File: config.mk
export PLATFORM = sky130hd
export DESIGN_NAME = mode_uart_command_decoder
export DESIGN_NICKNAME = d
export VERILOG_FILES = /design/src/rtl/mode_uart_command_decoder.sv
export SDC_FILE = /design/constraint.sdc
export NUM_CORES = 1
export LEC_CHECK = 0
export BUFFER_PORTS_ARGS = -buffer_cell sky130_fd_sc_hd__buf_4
export CORE_MARGIN = 2
export CORE_UTILIZATION = 50
export DETAILED_ROUTE_END_ITERATION = 8
export PLACE_DENSITY_LB_ADDON = 0.05
export SETUP_SLACK_MARGIN = 0.3
export SLEW_MARGIN = 5
export SYNTH_ARGS = -nofsm -noshare
export SYNTH_HDL_FRONTEND = slang
export SYNTH_SLANG_ARGS = --single-unit
File: constraint.sdc
create_clock -name clk -period 5.3 [get_ports clk]
set_clock_uncertainty 0.2 [all_clocks]
set_input_delay 0.53 -clock clk [delete_from_list [all_inputs] [get_ports clk]]
set_output_delay 0.53 -clock clk [all_outputs]
set_load 0.005 [all_outputs]
File: src/rtl/mode_uart_command_decoder.sv
// rtl/mode_uart_command_decoder.sv - 8N1 UART receiver decoding newline-terminated mode names into a 3-bit mode request
// Optional build macro: MODE_CMD_CASE_FOLD_EN (fold lowercase ASCII to uppercase before storing)
module mode_uart_command_decoder #(
  parameter int CLK_FREQ_HZ = 100_000_000,
  parameter int BAUD_RATE   = 115200
) (
  input  logic       clk,
  input  logic       rst_n,
  input  logic       uart_rx,
  output logic [2:0] mode_code,
  output logic       mode_valid,
  output logic       cmd_error,
  output logic       rx_busy
);

  localparam int BIT_CYCLES = CLK_FREQ_HZ / BAUD_RATE;
  localparam int CW = $clog2(2 * BIT_CYCLES + 1);
  localparam logic [CW-1:0] BIT_LAST   = CW'(BIT_CYCLES - 1);
  localparam logic [CW-1:0] HALF_LAST  = CW'(BIT_CYCLES / 2 - 1);
  localparam logic [CW-1:0] GUARD_LAST = CW'(2 * BIT_CYCLES - 1);

  localparam logic [1:0] S_IDLE  = 2'd0;
  localparam logic [1:0] S_START = 2'd1;
  localparam logic [1:0] S_DATA  = 2'd2;
  localparam logic [1:0] S_STOP  = 2'd3;

  logic [1:0]    sync;
  logic          line;
  logic [CW-1:0] guard_cnt;
  logic          guard_done;
  logic [1:0]    state;
  logic [CW-1:0] cnt;
  logic [2:0]    bit_idx;
  logic [7:0]    shift;
  logic          stop_sample;
  logic          byte_stb;
  logic          frame_err;
  logic [7:0]    store_byte;
  logic [55:0]   line_buf;
  logic [3:0]    len;
  logic          line_bad;
  logic          hit;
  logic [2:0]    hit_code;

  assign line = sync[1];

  always_ff @(posedge clk or negedge rst_n) begin
    if (!rst_n) sync <= 2'b11;
    else        sync <= {sync[0], uart_rx};
  end

  // Ignore start bits until the line has idled long enough to be between frames.
  always_ff @(posedge clk or negedge rst_n) begin
    if (!rst_n) begin
      guard_cnt  <= '0;
      guard_done <= 1'b0;
    end else if (!guard_done) begin
      if (!line)                        guard_cnt  <= '0;
      else if (guard_cnt == GUARD_LAST) guard_done <= 1'b1;
      else                              guard_cnt  <= guard_cnt + CW'(1);
    end
  end

  always_ff @(posedge clk or negedge rst_n) begin
    if (!rst_n) begin
      state   <= S_IDLE;
      cnt     <= '0;
      bit_idx <= '0;
      shift   <= '0;
    end else begin
      case (state)
        S_IDLE: begin
          if (guard_done && !line) begin
            state <= S_START;
            cnt   <= HALF_LAST;
          end
        end
        S_START: begin
          if (cnt == '0) begin
            if (!line) begin
              state   <= S_DATA;
              bit_idx <= '0;
              cnt     <= BIT_LAST;
            end else begin
              state <= S_IDLE;
            end
          end else begin
            cnt <= cnt - CW'(1);
          end
        end
        S_DATA: begin
          if (cnt == '0) begin
            shift <= {line, shift[7:1]};
            cnt   <= BIT_LAST;
            if (bit_idx == 3'd7) state   <= S_STOP;
            else                 bit_idx <= bit_idx + 3'd1;
          end else begin
            cnt <= cnt - CW'(1);
          end
        end
        default: begin
          if (cnt == '0) state <= S_IDLE;
          else           cnt   <= cnt - CW'(1);
        end
      endcase
    end
  end

  assign stop_sample = (state == S_STOP) && (cnt == '0);
  assign byte_stb    = stop_sample && line;
  assign frame_err   = stop_sample && !line;
  assign rx_busy     = (state != S_IDLE) || !guard_done;

  always_comb begin
    store_byte = shift;
`ifdef MODE_CMD_CASE_FOLD_EN
    if (shift >= 8'h61 && shift <= 8'h7A) store_byte = shift - 8'h20;
`endif
  end

  // line_buf is a byte shift register: the last stored byte sits in [7:0].
  always_comb begin
    hit      = 1'b0;
    hit_code = 3'd0;
    case (len)
      4'd7: if (line_buf == "DEFAULT") begin hit = 1'b1; hit_code = 3'd0; end
      4'd5: begin
        if (line_buf[39:0] == "STORE") begin hit = 1'b1; hit_code = 3'd1; end
        if (line_buf[39:0] == "SETUP") begin hit = 1'b1; hit_code = 3'd5; end
      end
      4'd4: begin
        if (line_buf[31:0] == "SHOW") begin hit = 1'b1; hit_code = 3'd3; end
        if (line_buf[31:0] == "CALC") begin hit = 1'b1; hit_code = 3'd4; end
      end
      4'd3: if (line_buf[23:0] == "GEN") begin hit = 1'b1; hit_code = 3'd2; end
      default: ;
    endcase
  end

  always_ff @(posedge clk or negedge rst_n) begin
    if (!rst_n) begin
      line_buf   <= '0;
      len        <= '0;
      line_bad   <= 1'b0;
      mode_code  <= 3'd0;
      mode_valid <= 1'b0;
      cmd_error  <= 1'b0;
    end else begin
      mode_valid <= 1'b0;
      cmd_error  <= 1'b0;
      if (frame_err) begin
        line_bad <= 1'b1;
      end else if (byte_stb) begin
        if (shift == 8'h0D) begin
          line_bad <= line_bad;
        end else if (shift == 8'h0A) begin
          if (len == 4'd0 && !line_bad) begin
            mode_valid <= 1'b0;
          end else if (!line_bad && hit) begin
            mode_code  <= hit_code;
            mode_valid <= 1'b1;
          end else begin
            cmd_error <= 1'b1;
          end
          len      <= '0;
          line_bad <= 1'b0;
        end else if (len < 4'd7) begin
          line_buf <= {line_buf[47:0], store_byte};
          len      <= len + 4'd1;
        end else begin
          line_bad <= 1'b1;
        end
      end
    end
  end

endmodule

==> results of run 1 <==
[power groups by stage]
stage               Clock [uW]  Sequential (uW)  Combinational, uW
finish                     483              799               21.1
floorplan                    0              813               4.74
CTS                        503              799               22.4
detailed placement           0              815               22.5
global route               537              800               25.7
global placement             0              815               22.2
[cells by family (layout without fill, tap and decap cells)]
logic type,count (synthesis),after routing,synth area share [%]
buffers and inverters,32,46,2.54
XOR/XNOR,5,5,0.879
flip-flops,104,104,52.3
AO/OA/AOI/OAI,80,80,9.79
adder cells (fa/ha/maj),12,12,3.01
AND/OR/NAND/NOR,144,144,16.6
multiplexers,66,66,14.9
[state kept, by name, indices dropped and copies added (netlist names)]
name / flops
line_buf: 56
sync: 2
guard_done: 1
line_bad: 1
cnt: 11
bit_idx: 3
shift: 8
mode_valid: 1
mode_code: 3
len: 4
guard_cnt: 11
cmd_error: 1
state: 2
[per-stage QoR]
stage | util, % | hold WS (ns) | total power, uW | worst slack (ns)
after floorplan | - | 0.0344 | 818 | 2.82
after global placement | 53.2 | 0.148 | 837 | 2.19
after detailed placement | 53.2 | 0.148 | 837 | 2.08
after CTS | 55.1 | 0.0216 | 1320 | 2.05
after global routing | 55.1 | 0.0176 | 1360 | 1.75
final | 55.1 | 0.0163 | 1300 | 2.07
[final cells by class]
type                            count  area [um2]  area share [%]
Sequential cell                   104        2610            48.6
Multi-Input combinational cell    307        2260            42.1
Tap cell                          133         166            3.10
Clock buffer                       12         135            2.52
Timing Repair Buffer               10        75.1            1.40
Inverter                           20        75.1            1.40
Clock inverter                      4        47.5           0.887
[layer usage]
metal | global-route usage [%] | wire, um | part of all wire, %
met5 | 0 | 0 | 0
met3 | 5.22 | 367 | 3.8
met2 | 28.7 | 4440 | 46
met1 | 27.3 | 4750 | 49
met4 | 6.18 | 97 | 1.0
[cell usage after synthesis, drive strengths merged (4+ instances only)]
cell type / n
or4b: 5
ha: 12
nor3: 11
mux2: 64
inv: 20
nor2: 28
buf: 5
nand2: 30
nand2b: 6
and2: 4
a21oi: 24
nor4: 9
clkbuf: 7
nand4b: 5
nand3: 11
dfrtp: 102
nand4: 6
nor4b: 5
o21ai: 31
[worst paths after layout]
kind                                end  slack [ns]
max                        line_buf[38]        2.07
min                        line_buf[45]        0.02
max reg2reg                line_buf[38]        2.07
min reg2reg                     sync[1]        0.16
max in group asynchronous       sync[1]        3.86
min in group clk                sync[0]        0.04
[cells in the final DEF, fill, tap and decap left out, types with 5 or more instances in the layout]
cell	instances
clkbuf_8	9
nor4_1	8
ha_1	12
mux2_2	38
nand4b_1	5
dfrtp_1	102
nor2_1	28
buf_4	10
nor4b_1	5
mux2_1	26
nand3_1	10
nor3_1	11
o21ai_0	30
nand4_1	6
a21oi_1	24
nand2b_1	6
nand2_1	30
inv_1	19
==> flow_summary.ini, run 1 <==
[layout]
final_nets = 467
design_area_um2 = 5360
drive_above_1_share_pct = 16.0
layout.cells.non_filler = 590
diodes = 0
synthToLayoutAreaGrowth_pct = 7.58
nFillCells = 898

[critical_path]
crit_required_ns = 5.36
cp-startpoint = cnt[0]
crit_fanout = 36
cp-end-kind = flop
cp_num_cells = 8
r2r-start = cnt[0]
rr_worst_depth = 8
path_cells = inv_1 -> ha_1 -> nor3b_1 -> and4_1 -> o211a_1 -> nand3_2 -> buf_4 -> mux2_1
max_stage_delay_ns = 0.48
critPathTopFamily = simple AND/OR/NAND/NOR gates
crit_path_start_kind = flop
criticalPathCategory = reg2reg
timing.critical_path.buf_inv = 2
cp.arrival_ns = 3.29
slowest_stage = nand3_2

[power_and_ir_drop]
pwr-share-clk_pct = 37.0
p_seq_share_pct = 61.3
power.switching_uw = 286
combPwrFrac_pct = 1.6
p_per_area_nw_per_um2 = 243
p_int_uw = 1020
swShare_pct = 21.9
p_leak_uw = 0.00253
max-vdd-ir-drop_mv = 0.210

[grt]
grt_max_degree = 65
grt_util_all_layers_pct = 19.2
grt_first_pass_wirelength_um = 16500
grt_antenna_before_repair = 0
grt_overflow = 0
grt_pass1_vias = 3209

[clock_network]
postCtsSetupRepairBufs = 0
cts.sinks = 104
htreeDepth = 3
clock_latency_ns = 0.39
cts-resized-gates = 0
cts_hold_buffers = 0
root_buffer = clkbuf_8
cts_buffer_depth = 2
cts_tree = yes
cts_buffers = 9
clkTransAtPathRegs_ns = 0.10

[drt]
first_pass_iters = 4
wire_per_inst_um = 16.4
ant_nets = 0
vias = 3352
vias_per_cell = 5.68
drc = 0
wirelength_um = 9650
drtIter0Drc = 201

[die]
core_area_um2 = 9730
io_pins = 9
die_width_um = 104
die_area_um2 = 10800
fp-row-count = 36
initial_utilization_pct = 51.2
dieHeight_um = 104

[synthesis]
synth_top_cell_by_area = dfrtp_1
synth_cell_types = 60
syn-cell-area_um2 = 4980
synth_cells = 443
synthTopCellsByArea = dfrtp_1 51%, mux2_2 8.6%, mux2_1 5.9%, ha_1 3.0%, o21ai_0 3.0%
synth-async-reset-ratio_pct = 100
synth.top_cell.area_share_pct = 51.2
synth_nets = 458
synth-edff-count = 0
syn_avg_cell_area_um2 = 11.2
ys_ff_latch = 104
yosysWarnings = 0
synth-main-ff-cell = dfrtp_1
ys_seq_area_share_pct = 52.3

[place]
post_dp_cell_area_um2 = 5180
io_buffers = 8
gp_congestion = 0.843
dp_cells = 574
dp_hpwl_um = 6800

[timing]
rsz0062_at_grt = false
fmax_mhz = 310
relSlewSlack_pct = 32.9
slew_viol_final = 0
tightest_slew_ns = 0.994
fin_tns_setup_ns = 0
period_share_pct = 60.9
final-hold-violation-count = 0
finalSetupViolCount = 0
period_minus_slack_ns = 3.23

[run]
drv_cap = 0

[status]
status = finished clean

[worst_hold_path]
hp-class = in2async
No activity file was read; power rests on OpenSTA's default activity.
==> run 2: changes to the inputs <==
clock period = 3.3 ns   (was 5.3 ns; I/O delays follow)
==> run 2 against run 1 <==
  * Non-clock buffer count rose by 3
  * Total power increased by 66%
  * Hold slack better by 0.15 ns
  * Design area up 1.6%
  * Critical path depth unchanged
  * Combinational power is 80% higher
  * Sequential share of layout area decreased by 0.77 points
  * Worst setup slack worse by 1.5 ns
==> flow_summary.ini, run 2 (synthesized netlist as in run 1, its figures left out) <==
[status]
status = finished clean

[place]
dp_hpwl_um = 6820
post-place-ws_ns = 0.651
io_buffers = 8
gp_congestion = 0.853

[timing]
fmax_mhz = 369
worst_slack_ns = 0.593
relSlewSlack_pct = 50.2
slew_viol_final = 0
timing.hold.ws_ns = 0.162
finalSetupViolCount = 0
rsz0062_at_grt = false
final-hold-violation-count = 0
period_minus_slack_ns = 2.71
tightest_slew_ns = 0.747
period_share_pct = 82.0
fin_tns_setup_ns = 0

[power_and_ir_drop]
power_uw = 2170
max-vdd-ir-drop_mv = 0.305
power.switching_uw = 468
p_int_uw = 1700
p_leak_uw = 0.00257
combPwrFrac_pct = 1.8
p_per_area_nw_per_um2 = 398
swShare_pct = 21.6
pwr-share-clk_pct = 39.1
p_seq_share_pct = 59.2

[grt]
grt_first_pass_wirelength_um = 16900
grt_util_all_layers_pct = 19.4
grt_overflow = 0
grt_antenna_before_repair = 0
grt_pass1_vias = 3306
grt_max_degree = 60

[die]
die_area_um2 = 10800
core_area_um2 = 9730
initial_utilization_pct = 51.2
die_width_um = 104
fp-row-count = 36
dieHeight_um = 104
io_pins = 9

[drt]
drc = 0
wire_per_inst_um = 16.6
wirelength_um = 9830
met1_length_um = 4820
ant_nets = 0
first_pass_iters = 4
routed-wl-met3_um = 343
vias_per_cell = 5.68
top_layer = met4
drtIter0Drc = 157
met2WireLength_um = 4520
vias = 3371

[worst_hold_path]
min_path_cells = 0
hp-class = reg2reg

[critical_path]
crit_fanout = 57
rr_worst_depth = 8
crit_path_start_kind = flop
cp.arrival_ns = 2.77
crit_required_ns = 3.36
cp-end-kind = flop
criticalPathCategory = reg2reg

[layout]
largestRegisters = line_buf (56), cnt (11), guard_cnt (11)
diodes = 0
drive_above_1_share_pct = 16.7
top_register = line_buf
final_common_cell = dfrtp_1
final_nets = 470
largest_reg_flops = 56
synthToLayoutAreaGrowth_pct = 9.32
final_cell_mix = 102 x dfrtp_1, 38 x mux2_2, 30 x nand2_1, 30 x o21ai_0, 28 x nor2_1
final_util_pct = 56.0

[clock_network]
cts-resized-gates = 0
cts_buffers = 9
clkTransAtPathRegs_ns = 0.11
cts_hold_buffers = 2
cts.sinks = 104
clock_latency_ns = 0.38
root_buffer = clkbuf_8
cts_buffer_depth = 2
postCtsSetupRepairBufs = 0
cts_tree = yes
htreeDepth = 3

[run]
drv_cap = 0
## run 2: stage by stage
step | instances | instance area, um2
after global placement | 575 | 5210
after detailed placement | 575 | 5210
after CTS | 593 | 5450
after global routing | 593 | 5450
after floorplan | 443 | 4980
final | 593 | 5450
## run 2: per-layer routing
layer	track usage, %	vias to the layer above
li1	-	1638
met1	28.1	1666
met2	29.1	56
met3	4.28	11
met4	6.47	0
met5	0	-
## run 2: final cells by class
| class | count | area (um2) |
|---|---|---|
| Clock inverter | 4 | 51.3 |
| Multi-Input combinational cell | 307 | 2260 |
| Clock buffer | 12 | 165 |
| Timing Repair Buffer | 13 | 128 |
| Sequential cell | 104 | 2610 |
| Tap cell | 133 | 166 |
| Inverter | 20 | 75.1 |
| Fill cell | 846 | 4280 |
## run 2: worst paths after layout
check | end | slack [ns] | from
setup / recovery | line_buf[36] | 0.59 | cnt[0]
hold / removal | sync[1] | 0.16 | sync[0]
setup reg to reg | line_buf[36] | 0.59 | cnt[0]
hold reg to reg | sync[1] | 0.16 | sync[0]
max in group asynchronous | sync[0] | 1.79 | rst_n
min in group asynchronous | line_buf[54] | 0.36 | rst_n
## run 2: power by group through the flow
stage          Clock [uW]  Sequential (uW)  Combinational [uW]
6_report              847             1280                38.0
3_3_place_gp            0             1310                37.5
4_1_cts               877             1280                40.0
3_5_place_dp            0             1310                38.2
5_1_grt               920             1280                44.7
2_1_floorplan           0             1310                7.61
## run 2: worst max-delay path, cell delays in order, from the launching register on
cell and delay [ns]:
dfrtp_1 0.42, inv_1 0.13, ha_1 0.16, nor3b_1 0.26, and4_1 0.39, o211a_1 0.31
nand3_2 0.12, buf_12 0.21, mux2_1 0.36
==> run 3: changes to the inputs <==
clock period = 2.5 ns   (was 3.3 ns; I/O delays follow)
==> run 3 against run 2 <==
  * Design area is 22% higher
  * Via count grew 12%
  * Non-clock buffer count rose by 63
  * Sequential share of layout area down 8.6 points
  * Total power increased by 41%
  * Clock power up 53%
  * Register-to-register slack got worse by 0.54 ns
  * Sequential power increased by 32%
  * Critical endpoint is now mode_code[0]
  * Highest routed layer unchanged
==> flow_summary.ini, run 3 (synthesized netlist as in run 1, its figures left out) <==
[status]
status = finished clean

[drt]
wirelength_um = 12100
ant_nets = 0
vias_per_cell = 5.76
vias = 3787
wire_per_inst_um = 18.5
drc = 0
drtIter0Drc = 213
first_pass_iters = 5

[timing]
period_share_pct = 97.9
finalSetupViolCount = 0
period_minus_slack_ns = 2.45
tightest_slew_ns = 0.421
final-hold-violation-count = 0
fmax_mhz = 408
fin_tns_setup_ns = 0
relSlewSlack_pct = 71.7
slew_viol_final = 0
rsz0062_at_grt = true

[layout]
final_util_pct = 68.3
final_nets = 534
design_area_um2 = 6640
final_common_cell = dfrtp_1
drive_above_1_share_pct = 40.3
largest_reg_flops = 56
top_register = line_buf
diodes = 0
final_cell_mix = 102 x dfrtp_1, 58 x buf_4, 57 x mux2_4, 27 x nand2_1, 26 x nor2_1
synthToLayoutAreaGrowth_pct = 33.3
largestRegisters = line_buf (56), cnt (11), guard_cnt (11)

[power_and_ir_drop]
combPwrFrac_pct = 1.9
p_int_uw = 2420
p_per_area_nw_per_um2 = 460
swShare_pct = 20.8
pwr-share-clk_pct = 42.7
max-vdd-ir-drop_mv = 0.350
p_seq_share_pct = 55.4
p_leak_uw = 0.00327
power.switching_uw = 633

[critical_path]
crit_path_start_kind = flop
crit_fanout = 3
cp-end-kind = flop
crit_required_ns = 2.57
criticalPathCategory = reg2reg
cp.arrival_ns = 2.52

[run]
drv_cap = 0

[place]
dp_hpwl_um = 7570
io_buffers = 8
gp_congestion = 0.957
post_dp_cell_area_um2 = 5620

[die]
io_pins = 9
die_width_um = 104
die_area_um2 = 10800
initial_utilization_pct = 51.2
core_area_um2 = 9730
dieHeight_um = 104
fp-row-count = 36

[worst_hold_path]
hp-class = in2async

[clock_network]
cts.sinks = 104
clock_latency_ns = 0.38
root_buffer = clkbuf_8
htreeDepth = 3
cts_tree = yes
cts_buffer_depth = 2
clkTransAtPathRegs_ns = 0.10
cts_buffers = 9

[grt]
grt_util_all_layers_pct = 22.1
grt_overflow = 0
grt_max_degree = 52
grt_antenna_before_repair = 0
grt_first_pass_wirelength_um = 18900
grt_pass1_vias = 3737
## run 3: critical path, stage by stage (launching register included)
cell and delay (ns):
dfrtp_1 0.40, or4b_4 0.57, nor4_4 0.31, buf_4 0.17, and3_4 0.19, a21oi_1 0.07, a2111oi_2 0.36, a21oi_1 0.07
## run 3: per-layer routing
metal / GRT usage, % / part of all wire [%] / vias to the layer above
li1: - / - / 1778
met5: 0 / 0 / -
met1: 31.0 / 45 / 1890
met3: 5.29 / 4.7 / 22
met2: 33.3 / 47 / 97
met4: 8.88 / 2.5 / 0
## run 3: metrics by stage
stage | power [uW] | hold slack, ns | setup slack, ns | cells
2_1_floorplan | 1730 | -0.246 | 0.129 | 443
3_3_place_gp | 1780 | -0.0430 | 0.0706 | 607
3_5_place_dp | 1780 | -0.0323 | 0.0407 | 607
4_1_cts | 3080 | 0.0867 | 0.0603 | 643
5_1_grt | 3150 | 0.105 | -0.0319 | 657
6_report | 3050 | 0.0958 | 0.0519 | 657
## run 3: path summary, 6_finish.rpt
path	from	slack, ns	depth (start not counted)	endpoint
min in group clk	sync[0]	0.16	0	sync[1]
hold / removal	rst_n	0.1	2	line_buf[48]
max in group asynchronous	rst_n	1.23	3	sync[1]
setup reg to reg	line_buf[20]	0.05	7	mode_code[0]
hold reg to reg	sync[0]	0.16	0	sync[1]
setup / recovery	line_buf[20]	0.05	7	mode_code[0]
## run 3: timing repair
item	4_1_cts	5_1_grt
hold endpoints to repair	91	0
cloned	3	3
hold buffers	2	0
pin swaps	7	20
buffers inserted	15	11
resized for setup	21	84
setup endpoints to repair	71	83
## run 3: power by group through the flow
stage               logic [uW]  clock network [uW]  registers (uW)
floorplan                 10.1                   0            1720
global placement          55.5                   0            1720
detailed placement        56.7                   0            1730
CTS                       59.0                1330            1690
global route              67.1                1390            1690
finish                    57.2                1300            1690
## run 3: final cells by class
class | instances | area [um2]
Clock inverter | 5 | 103
Sequential cell | 104 | 2610
Clock buffer | 11 | 151
Inverter | 20 | 80.1
Fill cell | 717 | 3090
Timing Repair Buffer | 76 | 767
Tap cell | 133 | 166
Multi-Input combinational cell | 308 | 2770
